**src/rtl/piradip_sample_buffer_pkg.sv**
```systemverilog
// piradip_sample_buffer: shared modes and sequencer state encoding for the sample buffer
package piradip_sample_buffer;
  localparam logic [1:0] MODE_CONTINUOUS = 2'd0;
  localparam logic [1:0] MODE_ONE_SHOT   = 2'd1;
  localparam logic [1:0] MODE_TRIGGERED  = 2'd2;
  typedef enum logic [1:0] {IDLE, ARMED, RUN, DONE} seq_state_t;
endpackage

```
**src/rtl/piradip_sample_buffer_seq_chan.sv**
```systemverilog
// piradip_sample_buffer_seq_chan: one channel's shadow config, sequencer FSM and address counter
module piradip_sample_buffer_seq_chan
  import piradip_sample_buffer::*;
#(
  parameter int OFFSET_WIDTH = 5
) (
  input  logic                    clk,
  input  logic                    rst,
  input  logic                    cfg_update,
  input  logic                    cfg_active,
  input  logic [1:0]              cfg_mode,
  input  logic [OFFSET_WIDTH-1:0] cfg_start_offset,
  input  logic [OFFSET_WIDTH-1:0] cfg_end_offset,
  input  logic                    trigger,
  input  logic                    advance,
  output logic [OFFSET_WIDTH-1:0] addr,
  output logic                    addr_valid,
  output logic                    stopped,
  output logic                    wrapped,
  output logic                    done
);
  seq_state_t state, state_d;
  logic [OFFSET_WIDTH-1:0] addr_d, start_q, end_q;
  logic [1:0] mode_q;
  logic active_q, wrap_d, done_d;
  always_comb begin
    state_d = state;
    addr_d = addr;
    wrap_d = 1'b0;
    done_d = 1'b0;
    if (cfg_update) begin
      state_d = !cfg_active ? IDLE : cfg_mode == MODE_TRIGGERED ? ARMED : RUN;
      addr_d = (cfg_active && cfg_mode != MODE_TRIGGERED) ? cfg_start_offset : addr;
    end else if (state == ARMED && trigger && active_q) begin
      state_d = RUN;
      addr_d = start_q;
    end else if (state == RUN && advance && active_q) begin
      if (addr != end_q) addr_d = addr + OFFSET_WIDTH'(1);
      else if (mode_q == MODE_CONTINUOUS) begin
        addr_d = start_q;
        wrap_d = 1'b1;
      end else begin
        state_d = DONE;
        done_d = 1'b1;
      end
    end
  end
  always_ff @(posedge clk) begin
    if (rst) begin
      state <= IDLE;
      addr <= '0;
      addr_valid <= 1'b0;
      stopped <= 1'b1;
      wrapped <= 1'b0;
      done <= 1'b0;
      active_q <= 1'b0;
      mode_q <= MODE_CONTINUOUS;
      start_q <= '0;
      end_q <= '1;
    end else begin
      state <= state_d;
      addr <= addr_d;
      addr_valid <= state_d == RUN;
      stopped <= state_d == IDLE || state_d == DONE;
      wrapped <= wrap_d;
      done <= done_d;
      if (cfg_update) begin
        active_q <= cfg_active;
        mode_q <= cfg_mode == 2'd3 ? MODE_ONE_SHOT : cfg_mode;
        start_q <= cfg_start_offset;
        end_q <= cfg_end_offset;
      end
    end
  end
endmodule

```
**src/rtl/piradip_axis_sample_buffer_seq.sv**
```systemverilog
// piradip_axis_sample_buffer_seq: N independent sample-address sequencers sharing one config snapshot strobe
module piradip_axis_sample_buffer_seq
  import piradip_sample_buffer::*;
#(
  parameter int NCHANNELS    = 4,
  parameter int OFFSET_WIDTH = 5
) (
  input  logic                              clk,
  input  logic                              rst,
  input  logic                              cfg_update,
  input  logic [NCHANNELS-1:0]              cfg_active,
  input  logic [2*NCHANNELS-1:0]            cfg_mode,
  input  logic [NCHANNELS*OFFSET_WIDTH-1:0] cfg_start_offset,
  input  logic [NCHANNELS*OFFSET_WIDTH-1:0] cfg_end_offset,
  input  logic [NCHANNELS-1:0]              trigger,
  input  logic [NCHANNELS-1:0]              advance,
  output logic [NCHANNELS*OFFSET_WIDTH-1:0] addr,
  output logic [NCHANNELS-1:0]              addr_valid,
  output logic [NCHANNELS-1:0]              stopped,
  output logic [NCHANNELS-1:0]              wrapped,
  output logic [NCHANNELS-1:0]              done
);
  for (genvar i = 0; i < NCHANNELS; i++) begin : g_chan
    piradip_sample_buffer_seq_chan #(.OFFSET_WIDTH(OFFSET_WIDTH)) u_chan (
      .clk(clk),
      .rst(rst),
      .cfg_update(cfg_update),
      .cfg_active(cfg_active[i]),
      .cfg_mode(cfg_mode[2*i +: 2]),
      .cfg_start_offset(cfg_start_offset[i*OFFSET_WIDTH +: OFFSET_WIDTH]),
      .cfg_end_offset(cfg_end_offset[i*OFFSET_WIDTH +: OFFSET_WIDTH]),
      .trigger(trigger[i]),
      .advance(advance[i]),
      .addr(addr[i*OFFSET_WIDTH +: OFFSET_WIDTH]),
      .addr_valid(addr_valid[i]),
      .stopped(stopped[i]),
      .wrapped(wrapped[i]),
      .done(done[i])
    );
  end
endmodule

```
**config.mk**
```make
export PLATFORM = sky130hd
export DESIGN_NAME = piradip_axis_sample_buffer_seq
export DESIGN_NICKNAME = d
export VERILOG_FILES = /design/src/rtl/piradip_sample_buffer_pkg.sv /design/src/rtl/piradip_sample_buffer_seq_chan.sv /design/src/rtl/piradip_axis_sample_buffer_seq.sv
export SDC_FILE = /design/constraint.sdc
export NUM_CORES = 1
export LEC_CHECK = 0
export ABC_AREA = 1
export BUFFER_PORTS_ARGS = -buffer_cell sky130_fd_sc_hd__buf_2
export CAP_MARGIN = 5
export CORE_MARGIN = 1.5
export CORE_UTILIZATION = 56
export DETAILED_ROUTE_END_ITERATION = 8
export PLACE_DENSITY = 0.88
export SYNTH_ARGS = -nofsm -noshare
export SYNTH_HDL_FRONTEND = slang
export SYNTH_SLANG_ARGS = --single-unit
```
**constraint.sdc**
```tcl
create_clock -name clk -period 3.4 [get_ports clk]
set_input_delay 0.17 -clock clk [delete_from_list [all_inputs] [get_ports clk]]
set_output_delay 0.17 -clock clk [all_outputs]
set_load 0.01 [all_outputs]
```
==> metrics.cfg, run 1 <==
[timing]
finalSetupTns_ns = 0
slew_headroom_pct = 49.53
fin_crit_sh_pct = 57.34
finalHoldViolCount = 0
final.min_clock_period_ns = 1.949
max_freq_mhz = 513.0
finalMaxSlewViolations = 0
rsz0062_at_grt = no
finClkSkew_ns = 0.01580
finalSetupViolations = 0
tightestPinTransition_ns = 0.7562

[worst_setup_path]
cp-start-kind = flip-flop
worst_path_max_delay_cell = dfxtp_1
crit_chain = nand2_1, clkinv_1, nor2_1, nor2_1, inv_2, nor2_4, nand3_1, nand2_1, a21boi_0, ha_1, or2_2
cp.required_ns = 3.63
crit_path_end_kind = flip-flop
cpPeakStageDelay_ns = 0.46
crit_fanout = 7
r2r_cells = 11
path_class = flip-flop to flip-flop
cp.arrival_ns = 2.18

[hold_path]
min_path_cells = 3
holdCritPathClass = input pin to flip-flop

[grt]
antenna_found_initial = 0
grtUsageMet2_pct = 37.87
met3_usage_pct = 3.165
use_met1_pct = 28.76
track_usage_pct = 22.34
grt_pass1_vias = 4150
grt.busiest_layer = met2
grt_max_degree = 73
grt_pass1_wl_um = 17730
grt-ovfl-total = 0

[finish]
multi_input_area_um2 = 2441
seq_area_um2 = 1922
filler_cell_count = 814
n_antenna_cell = 0
drive_above_1_share_pct = 21.25
final_nets = 866
final_cell_count_no_fill = 908
final_area_um2 = 5593
syn_to_final_growth_pct = 12.59

[clock_tree]
cts_tree = done
numCtsBuffers = 9
worstSkewPairLatency_ns = 0.35
cts_max_path_buffers = 2
clk_pin_slew_ns = 0.10
h-tree-depth = 3
cts_root_buf = clkbuf_8
cts_hold_buf = 0
cts_sinks = 96
cts_setup_buffers = 0
cts_resized = 0

[floorplanning]
row_count = 34
ioPinCount = 99
die_w_um = 97.18
coreArea_um2 = 8678
start_util_pct = 57.24
dieArea_um2 = 9444
die_h_um = 97.18

[route]
vias_per_cell = 4.966
routed_wl_um = 10500
route.detailed.drc = 0
drt_first_pass_iters = 5
antenna_left = 0
via_count = 4509
drt-initial-drc-count = 148
wl_per_cell_um = 11.56

[yosys]
synthCells = 723
synth_warnings = 0
ys_seq_area_share_pct = 38.69
yosysUniqueCellTypes = 34
syn_area_um2 = 4967
synth-seq-cells = 96
avgSynthCellArea_um2 = 6.870
syn_nets = 794

[power]
powerDensity_nw_per_um2 = 448.1
vdd_drop_max_mv = 0.2561
leakagePower_nw = 3.007

[placed_design]
dp_hpwl_um = 7141
dp_cells = 892
globalplace.congestion = 0.8388
portBuffers = 98
dpl_cell_area_um2 = 5370

[flow_run]
max-cap-violations = 0

[run_status]
status = completed

-- logic make-up after synthesis --
logic type               synth area share (%)
AND/OR/NAND/NOR                         36.30
adder cells (fa/ha/maj)                 2.015
multiplexers                           0.4030
buffers and inverters                   12.17
AO/OA/AOI/OAI                           7.632
XOR/XNOR                                2.796
flip-flops                              38.69
-- area by class of cell --
type,count,area share [%]
timing repair buffer,101,9.172
tap,108,2.416
inverter,95,6.421
multi-input combinational,492,43.65
clock inverter,4,1.387
sequential,96,34.36
clock buffer,12,2.595
-- synthesized netlist by cell type, drive strengths merged --
library cell | number | area [µm²]
a211oi | 4 | 30.03
nand3 | 67 | 382.9
buf | 29 | 203.9
o21ai | 17 | 85.08
mux2i | 2 | 20.02
dfxtp | 96 | 1922
clkbuf | 11 | 41.29
clkinv | 2 | 7.510
xor2 | 11 | 96.34
or2 | 4 | 25.02
a21boi | 4 | 30.03
nand2 | 207 | 824.5
xnor2 | 4 | 42.55
nor2 | 97 | 421.7
inv | 93 | 351.6
a21oi | 46 | 234.0
nor3 | 6 | 30.03
and2 | 6 | 37.54
ha | 8 | 100.1
nand4 | 9 | 81.33
-- sequential cells by signal, indices dropped and copies added, names as in the netlist --
name	cells
g_chan.u_chan.wrapped	4
g_chan.u_chan.mode_q	8
g_chan.u_chan.start_q	20
g_chan.u_chan.state	8
g_chan.u_chan.end_q	20
g_chan.u_chan.active_q	4
g_chan.u_chan.addr	20
g_chan.u_chan.done	4
g_chan.u_chan.stopped	4
g_chan.u_chan.addr_valid	4
-- cells in the final DEF (no fill, tap or decap), drive strengths merged --
cell type | synthesis | routed
dfxtp | 96 | 96
clkinv | 2 | 4
mux2i | 2 | 2
a211oi | 4 | 4
a21oi | 46 | 46
and2 | 6 | 6
nand2 | 207 | 207
nor2 | 97 | 97
xor2 | 11 | 11
ha | 8 | 8
xnor2 | 4 | 4
buf | 29 | 101
nand3 | 67 | 67
clkbuf | 11 | 12
nand4 | 9 | 9
a21boi | 4 | 4
inv | 93 | 93
bufinv | 0 | 2
or2 | 4 | 4
nor3 | 6 | 6
o21ai | 17 | 17
-- worst paths after layout --
kind / end / from / slack, ns
max reg2reg: g_chan[2].u_chan.stopped / g_chan[2].u_chan.addr[0] / 1.45
min: g_chan[3].u_chan.end_q[0] / cfg_end_offset[15] / 0.02
max: g_chan[2].u_chan.stopped / g_chan[2].u_chan.addr[0] / 1.45
min reg2reg: g_chan[0].u_chan.mode_q[1] / g_chan[0].u_chan.mode_q[1] / 0.47
-- per-layer routing --
| metal | vias up | share of wire [%] |
|---|---|---|
| met4 | 0 | 1.3 |
| li1 | 2378 | - |
| met1 | 2005 | 47 |
| met5 | - | 0 |
| met3 | 12 | 4.7 |
| met2 | 114 | 47 |
-- metrics by stage --
step                      utilization (%)  power [mW]  hold slack (ns)  worst slack [ns]
after global placement              61.88       1.686           0.3825             1.492
after global routing                64.45       2.641          0.02346             1.304
after detailed placement            61.88       1.697           0.3871             1.386
after floorplan                         -       1.583           0.2963             1.606
final                               64.45       2.506          0.02113             1.451
after CTS                           64.45       2.523          0.01228             1.454
-- critical path: cells and delay by family (launching register included) --
family | cells | cell delay, ns
DFF | 1 | 0.46
AOI/OAI and AO/OA | 1 | 0.09
buffers and inverters | 2 | 0.12
and+or+nand+nor | 7 | 0.86
adders and majority gates | 1 | 0.30
-- report_power, final --
group          switching, mW  total (mW)  leakage, nW  internal (mW)
clock network          0.391       0.830        0.111          0.439
logic                  0.257       0.424         2.10          0.167
registers             0.0563        1.25        0.793           1.20
No activity file was read; power rests on OpenSTA's default activity.
==> inputs of run 2 (changes only) <==
--- a/config.mk
+++ b/config.mk
@@ -5,13 +5,13 @@
 export SDC_FILE = /design/constraint.sdc
 export NUM_CORES = 1
 export LEC_CHECK = 0
-export ABC_AREA = 1
+export ABC_AREA = 0
 export BUFFER_PORTS_ARGS = -buffer_cell sky130_fd_sc_hd__buf_2
 export CAP_MARGIN = 5
 export CORE_MARGIN = 1.5
-export CORE_UTILIZATION = 56
+export CORE_UTILIZATION = 49
 export DETAILED_ROUTE_END_ITERATION = 8
-export PLACE_DENSITY = 0.88
+export PLACE_DENSITY = 0.83
 export SYNTH_ARGS = -nofsm -noshare
 export SYNTH_HDL_FRONTEND = slang
 export SYNTH_SLANG_ARGS = --single-unit
==> constraint.sdc (replaced) <==
create_clock -name clk -period 1.64 [get_ports clk]
set_input_delay 0.082 -clock clk [delete_from_list [all_inputs] [get_ports clk]]
set_output_delay 0.082 -clock clk [all_outputs]
set_load 0.01 [all_outputs]
==> metrics.cfg, run 2 <==
[run_status]
status = finished, violations left
violations = negative setup slack

[yosys]
syn_nets = 601
ys_top_cells_by_area = dfxtp_1 (41%), mux2i_1 (7.9%), nand2_1 (6.2%)
synth_top_area_cell = dfxtp_1
yosysTopAreaCellShare_pct = 40.93
synth-edff-count = 0
syn_area_um2 = 4696
synth-seq-cells = 96
yosysUniqueCellTypes = 63
synth_warnings = 0
synth_commonest_cells = dfxtp_1 (96), nand2_1 (78), nor2_1 (41), mux2i_1 (37), a21oi_1 (28)
avgSynthCellArea_um2 = 8.860
yosys_most_used_dff = dfxtp_1
async_flop_share_pct = 0
yosys.cell_count.top_type = dfxtp_1
synthCells = 530
ys_seq_area_share_pct = 40.93

[floorplanning]
start_util_pct = 50.58
dieArea_um2 = 10180
die_w_um = 100.9
die_h_um = 100.9
coreArea_um2 = 9284
row_count = 35
ioPinCount = 99

[finish]
seq_area_um2 = 1996
final_cell_count_no_fill = 838
filler_cell_count = 689
drive_above_1_share_pct = 42.03
final_cell_mix = buf_2 (98), nand2_1 (76), buf_4 (64)
n_antenna_cell = 0
final_nets = 775
syn_to_final_growth_pct = 44.02
largestRegisters = g_chan.u_chan.addr (20), g_chan.u_chan.end_q (20), g_chan.u_chan.start_q (20)
multi_input_area_um2 = 2880
final_area_um2 = 6763
final_common_cell = buf_2
finish.utilization_pct = 72.84

[worst_setup_path]
path_buf_inv = 1
crit_path_end_kind = flip-flop
cpLargestDelayFamily = simple AND/OR/NAND/NOR gates
worst_path_max_delay_cell = or2_2
crit_fanout = 4
r2r_slack_ns = -0.1
crit_chain = xor2_2, nor3_2, a211oi_1, or2_2, buf_4, a311oi_1
cp.required_ns = 1.91
path_class = flip-flop to flip-flop
cp.arrival_ns = 2.00
cp-start-kind = flip-flop
cpPeakStageDelay_ns = 0.36

[clock_tree]
cts_max_path_buffers = 2
clk_pin_slew_ns = 0.09
numCtsBuffers = 9
cts_root_buf = clkbuf_8
cts_tree = done
cts_sinks = 96
worstSkewPairLatency_ns = 0.36
h-tree-depth = 3

[placed_design]
dpl_cell_area_um2 = 5779
dp_cells = 773
dp_hpwl_um = 8407
portBuffers = 98
globalplace.congestion = 0.9066

[power]
power_frac_seq_pct = 48.4
pwr-share-comb_pct = 21.3
p_sw_share_pct = 27.66
internal_power_mw = 3.856
p_total_mw = 5.331
vdd_drop_max_mv = 0.6110
pwr-share-clk_pct = 30.3
power.net_switching_mw = 1.474
leakagePower_nw = 2.972
powerDensity_nw_per_um2 = 788.2

[route]
drt_first_pass_iters = 4
antenna_left = 0
drt-initial-drc-count = 186
routed_wl_um = 12910
vias_per_cell = 5.359
via_count = 4491
wl_per_cell_um = 15.41
route.detailed.drc = 0

[timing]
final.min_clock_period_ns = 1.739
worst_slack_ns = -0.09854
fin_crit_sh_pct = 106.0
finClkSkew_ns = 0.01562
finalSetupTns_ns = -0.5614
finalMaxSlewViolations = 0
slew_headroom_pct = 76.42
max_freq_mhz = 575.2
rsz0062_at_grt = yes
finalHoldViolCount = 0
finalSetupViolations = 9
tightestPinTransition_ns = 0.3524

[grt]
track_usage_pct = 24.78
grt-ovfl-total = 0
grt_pass1_vias = 4393
grt_pass1_wl_um = 20230
grt_max_degree = 64
antenna_found_initial = 0

[flow_run]
max-cap-violations = 0

[hold_path]
holdCritPathClass = input pin to flip-flop

## run 2: cell type report
| class | count | area share [%] |
|---|---|---|
| clock buffer | 12 | 2.294 |
| clock inverter | 4 | 0.7586 |
| inverter | 9 | 0.4995 |
| multi-input combinational | 380 | 42.59 |
| sequential | 96 | 29.51 |
| tap | 129 | 2.387 |
| timing repair buffer | 208 | 21.96 |
## run 2: timing repair
action                                  in CTS  in global routing
gates resized for setup                     24                 52
hold buffers                                38                  0
endpoints found under the setup margin      19                 24
pin swaps                                   15                 31
endpoints found under the hold margin       39                  0
setup buffers                                7                  4
## run 2: worst paths after layout
kind	from	end	cells past startpoint
worst max-delay path	g_chan[3].u_chan.end_q[3]	g_chan[3].u_chan.addr[2]	6
worst min-delay path	cfg_active[0]	g_chan[0].u_chan.active_q	3
worst max register to register	g_chan[3].u_chan.end_q[3]	g_chan[3].u_chan.addr[2]	6
worst min register to register	g_chan[0].u_chan.mode_q[0]	g_chan[0].u_chan.wrapped	1
## run 2: cell families (layout without fill, tap and decap cells)
kind of cell	Yosys count	count (layout)	share of synthesized area, %
xor+xnor	29	29	5.409
fa+ha+maj	8	8	2.132
simple gates	213	213	22.38
buf+inv	54	233	6.208
flops	96	96	40.93
compound gates	88	88	13.86
mux	42	42	9.086
## run 2: per-stage QoR
| step | hold WS [ns] | setup slack (ns) |
|---|---|---|
| 2_1_floorplan | 0.2105 | -0.1036 |
| 3_3_place_gp | 0.2955 | -0.08263 |
| 3_5_place_dp | 0.3006 | -0.1938 |
| 4_1_cts | 0.007132 | -0.06924 |
| 5_1_grt | 0.03582 | -0.1346 |
| 6_report | 0.03065 | -0.09854 |
## run 2: power by group through the flow
stage | Sequential, mW | Clock (mW) | Combinational [mW]
2_1_floorplan | 2.64 | 0 | 0.538
3_3_place_gp | 2.61 | 0 | 0.907
3_5_place_dp | 2.61 | 0 | 0.935
4_1_cts | 2.57 | 1.64 | 1.04
5_1_grt | 2.60 | 1.76 | 1.23
6_report | 2.58 | 1.62 | 1.13
## run 2: metal layers
layer  global-route usage (%)  vias up  part of all wire [%]
met4                    8.120        0                   1.5
li1                         -     2203                     -
met1                    31.59     2126                    43
met2                    42.62      139                    51
met3                    4.230       23                   4.5
met5                        0        -                     0
## run 2: worst reg2reg max path: stages, from the launching register on
cell and delay [ns]:
dfxtp_2 0.34, xor2_2 0.17, nor3_2 0.28, a211oi_1 0.14, or2_2 0.36, buf_4 0.16, a311oi_1 0.21
==> inputs of run 3 (changes only) <==
--- a/config.mk
+++ b/config.mk
@@ -11,7 +11,7 @@
 export CORE_MARGIN = 1.5
 export CORE_UTILIZATION = 49
 export DETAILED_ROUTE_END_ITERATION = 8
-export PLACE_DENSITY = 0.83
+export PLACE_DENSITY = 0.76
 export SYNTH_ARGS = -nofsm -noshare
 export SYNTH_HDL_FRONTEND = slang
 export SYNTH_SLANG_ARGS = --single-unit
==> metrics.cfg, run 3 (same netlist as run 2, synthesis figures left out) <==
[grt]
grt-ovfl-total = 0
grt_max_degree = 39
track_usage_pct = 24.62
grt_pass1_vias = 4311
antenna_found_initial = 0
grt_pass1_wl_um = 20060

[worst_setup_path]
cpPeakStageDelay_ns = 0.35
cp.arrival_ns = 2.00
cp.required_ns = 1.89
crit_fanout = 3
crit_path_end_kind = flip-flop
path_class = flip-flop to flip-flop
cp-start-kind = flip-flop
worst_path_max_delay_cell = dfxtp_2
crit_chain = xor2_2, buf_4, nor3_2, a31oi_1, o22a_1, ha_1, or2_4

[clock_tree]
cts_tree = done
h-tree-depth = 3
numCtsBuffers = 9
clk_pin_slew_ns = 0.10
cts_sinks = 96
worstSkewPairLatency_ns = 0.36
cts_root_buf = clkbuf_8
cts_max_path_buffers = 2

[power]
power.net_switching_mw = 1.503
vdd_drop_max_mv = 0.6134
internal_power_mw = 3.711
pwr-share-comb_pct = 22.3
p_sw_share_pct = 28.82
powerDensity_nw_per_um2 = 767.0
power_frac_seq_pct = 49.5
pwr-share-clk_pct = 28.3
leakagePower_nw = 2.994

[floorplanning]
start_util_pct = 50.58
coreArea_um2 = 9284
row_count = 35
ioPinCount = 99
dieArea_um2 = 10180
die_w_um = 100.9
die_h_um = 100.9

[timing]
finClkSkew_ns = 0.01515
finalMaxSlewViolations = 0
slew_headroom_pct = 72.96
max_freq_mhz = 568.9
worst_slack_ns = -0.1178
tightestPinTransition_ns = 0.4018
rsz0062_at_grt = yes
final.min_clock_period_ns = 1.758
finalHoldViolCount = 0
fin_crit_sh_pct = 107.2
timing.hold.ws_ns = 0.009826
finalSetupViolations = 8

[route]
routed_wl_um = 13100
drt-initial-drc-count = 132
antenna_left = 0
via_count = 4531
wl_per_cell_um = 15.48
drt_first_pass_iters = 5
route.detailed.drc = 0
vias_per_cell = 5.356

[finish]
final_nets = 783
final_area_um2 = 6798
final_cell_mix = buf_2 (98), buf_4 (78), nand2_1 (76)
multi_input_area_um2 = 2922
final_cell_count_no_fill = 846
largestRegisters = g_chan.u_chan.addr (20), g_chan.u_chan.end_q (20), g_chan.u_chan.start_q (20)
n_antenna_cell = 0
filler_cell_count = 678
seq_area_um2 = 1997
syn_to_final_growth_pct = 44.76
drive_above_1_share_pct = 45.05
final_common_cell = buf_2

[run_status]
violations = negative setup slack
status = finished, violations left

[hold_path]
holdCritPathClass = input pin to flip-flop

[placed_design]
globalplace.congestion = 0.9416
dpl_cell_area_um2 = 5809
portBuffers = 98
dp_hpwl_um = 8601
dp_cells = 782

[flow_run]
max-cap-violations = 0

==> run 3: cell count changes in the layout (fill, tap and decap cells not counted), moves of 3 or more <==
| cell | change |
|---|---|
| dlygate4sd3_1 | -4 |
| dfxtp_1 | -5 |
| dfxtp_2 | +7 |
| buf_12 | -3 |
| buf_4 | +14 |
==> run 3: routing by layer <==
layer / up-vias / wire (µm) / part of all wire (%) / track usage, %
met4: 0 / 211 / 1.6 / 7.372
met1: 2133 / 5645 / 43 / 31.37
met5: - / 0 / 0 / 0
met2: 159 / 6598 / 50 / 43.09
li1: 2216 / - / - / -
met3: 23 / 643 / 4.9 / 3.675
==> run 3: area by class of cell <==
type | instances | share of cell area [%]
flip-flops and latches | 96 | 29.38
multi-input cells | 380 | 42.98
clock buffers | 12 | 2.282
inverters | 9 | 0.4970
repair buffers | 216 | 22.09
well taps | 129 | 2.374
clock inverters | 4 | 0.4049
==> run 3: through the flow <==
| step | total power [mW] | worst slack [ns] | utilization [%] | TNS [ns] |
|---|---|---|---|---|
| 2_1_floorplan | 3.180 | -0.1036 | - | -0.2999 |
| 3_3_place_gp | 3.531 | -0.07248 | 62.57 | -0.2364 |
| 3_5_place_dp | 3.562 | -0.09356 | 62.57 | -0.6509 |
| 4_1_cts | 5.122 | -0.09225 | 69.92 | -0.4247 |
| 5_1_grt | 5.441 | -0.1844 | 73.22 | -1.432 |
| 6_report | 5.214 | -0.1178 | 73.22 | -0.4635 |
==> run 3: worst max-delay path, delay by kind of cell (launching register included) <==
family,cells,cell delay [ns]
xor gates and xnor gates,1,0.17
DFF,1,0.35
adders and majority gates,1,0.31
AOI/OAI and AO/OA,2,0.31
and+or+nand+nor,2,0.38
buffers and inverters,1,0.13
==> run 3: power by group through the flow <==
stage	clock [mW]	combinational, mW	sequential [mW]
finish	1.47	1.16	2.58
global route	1.59	1.26	2.59
CTS	1.50	1.06	2.57
detailed placement	0	0.949	2.61
global placement	0	0.926	2.61
floorplan	0	0.538	2.64
==> run 3: path summary, 6_finish.rpt <==
| kind | startpoint | to | slack (ns) | cells past startpoint |
|---|---|---|---|---|
| setup / recovery | g_chan[3].u_chan.end_q[2] | g_chan[3].u_chan.stopped | -0.12 | 7 |
| setup reg to reg | g_chan[3].u_chan.end_q[2] | g_chan[3].u_chan.stopped | -0.12 | 7 |
| hold / removal | cfg_active[1] | g_chan[1].u_chan.active_q | 0.01 | 3 |
| hold reg to reg | g_chan[1].u_chan.start_q[0] | g_chan[1].u_chan.start_q[0] | 0.47 | 2 |
==> run 3: timing repair <==
action,CTS,global route
pin swaps,34,30
endpoints found under the setup margin,19,24
gates resized for setup,30,60
buffers inserted,8,8
hold buffers,34,0
endpoints found under the hold margin,36,0
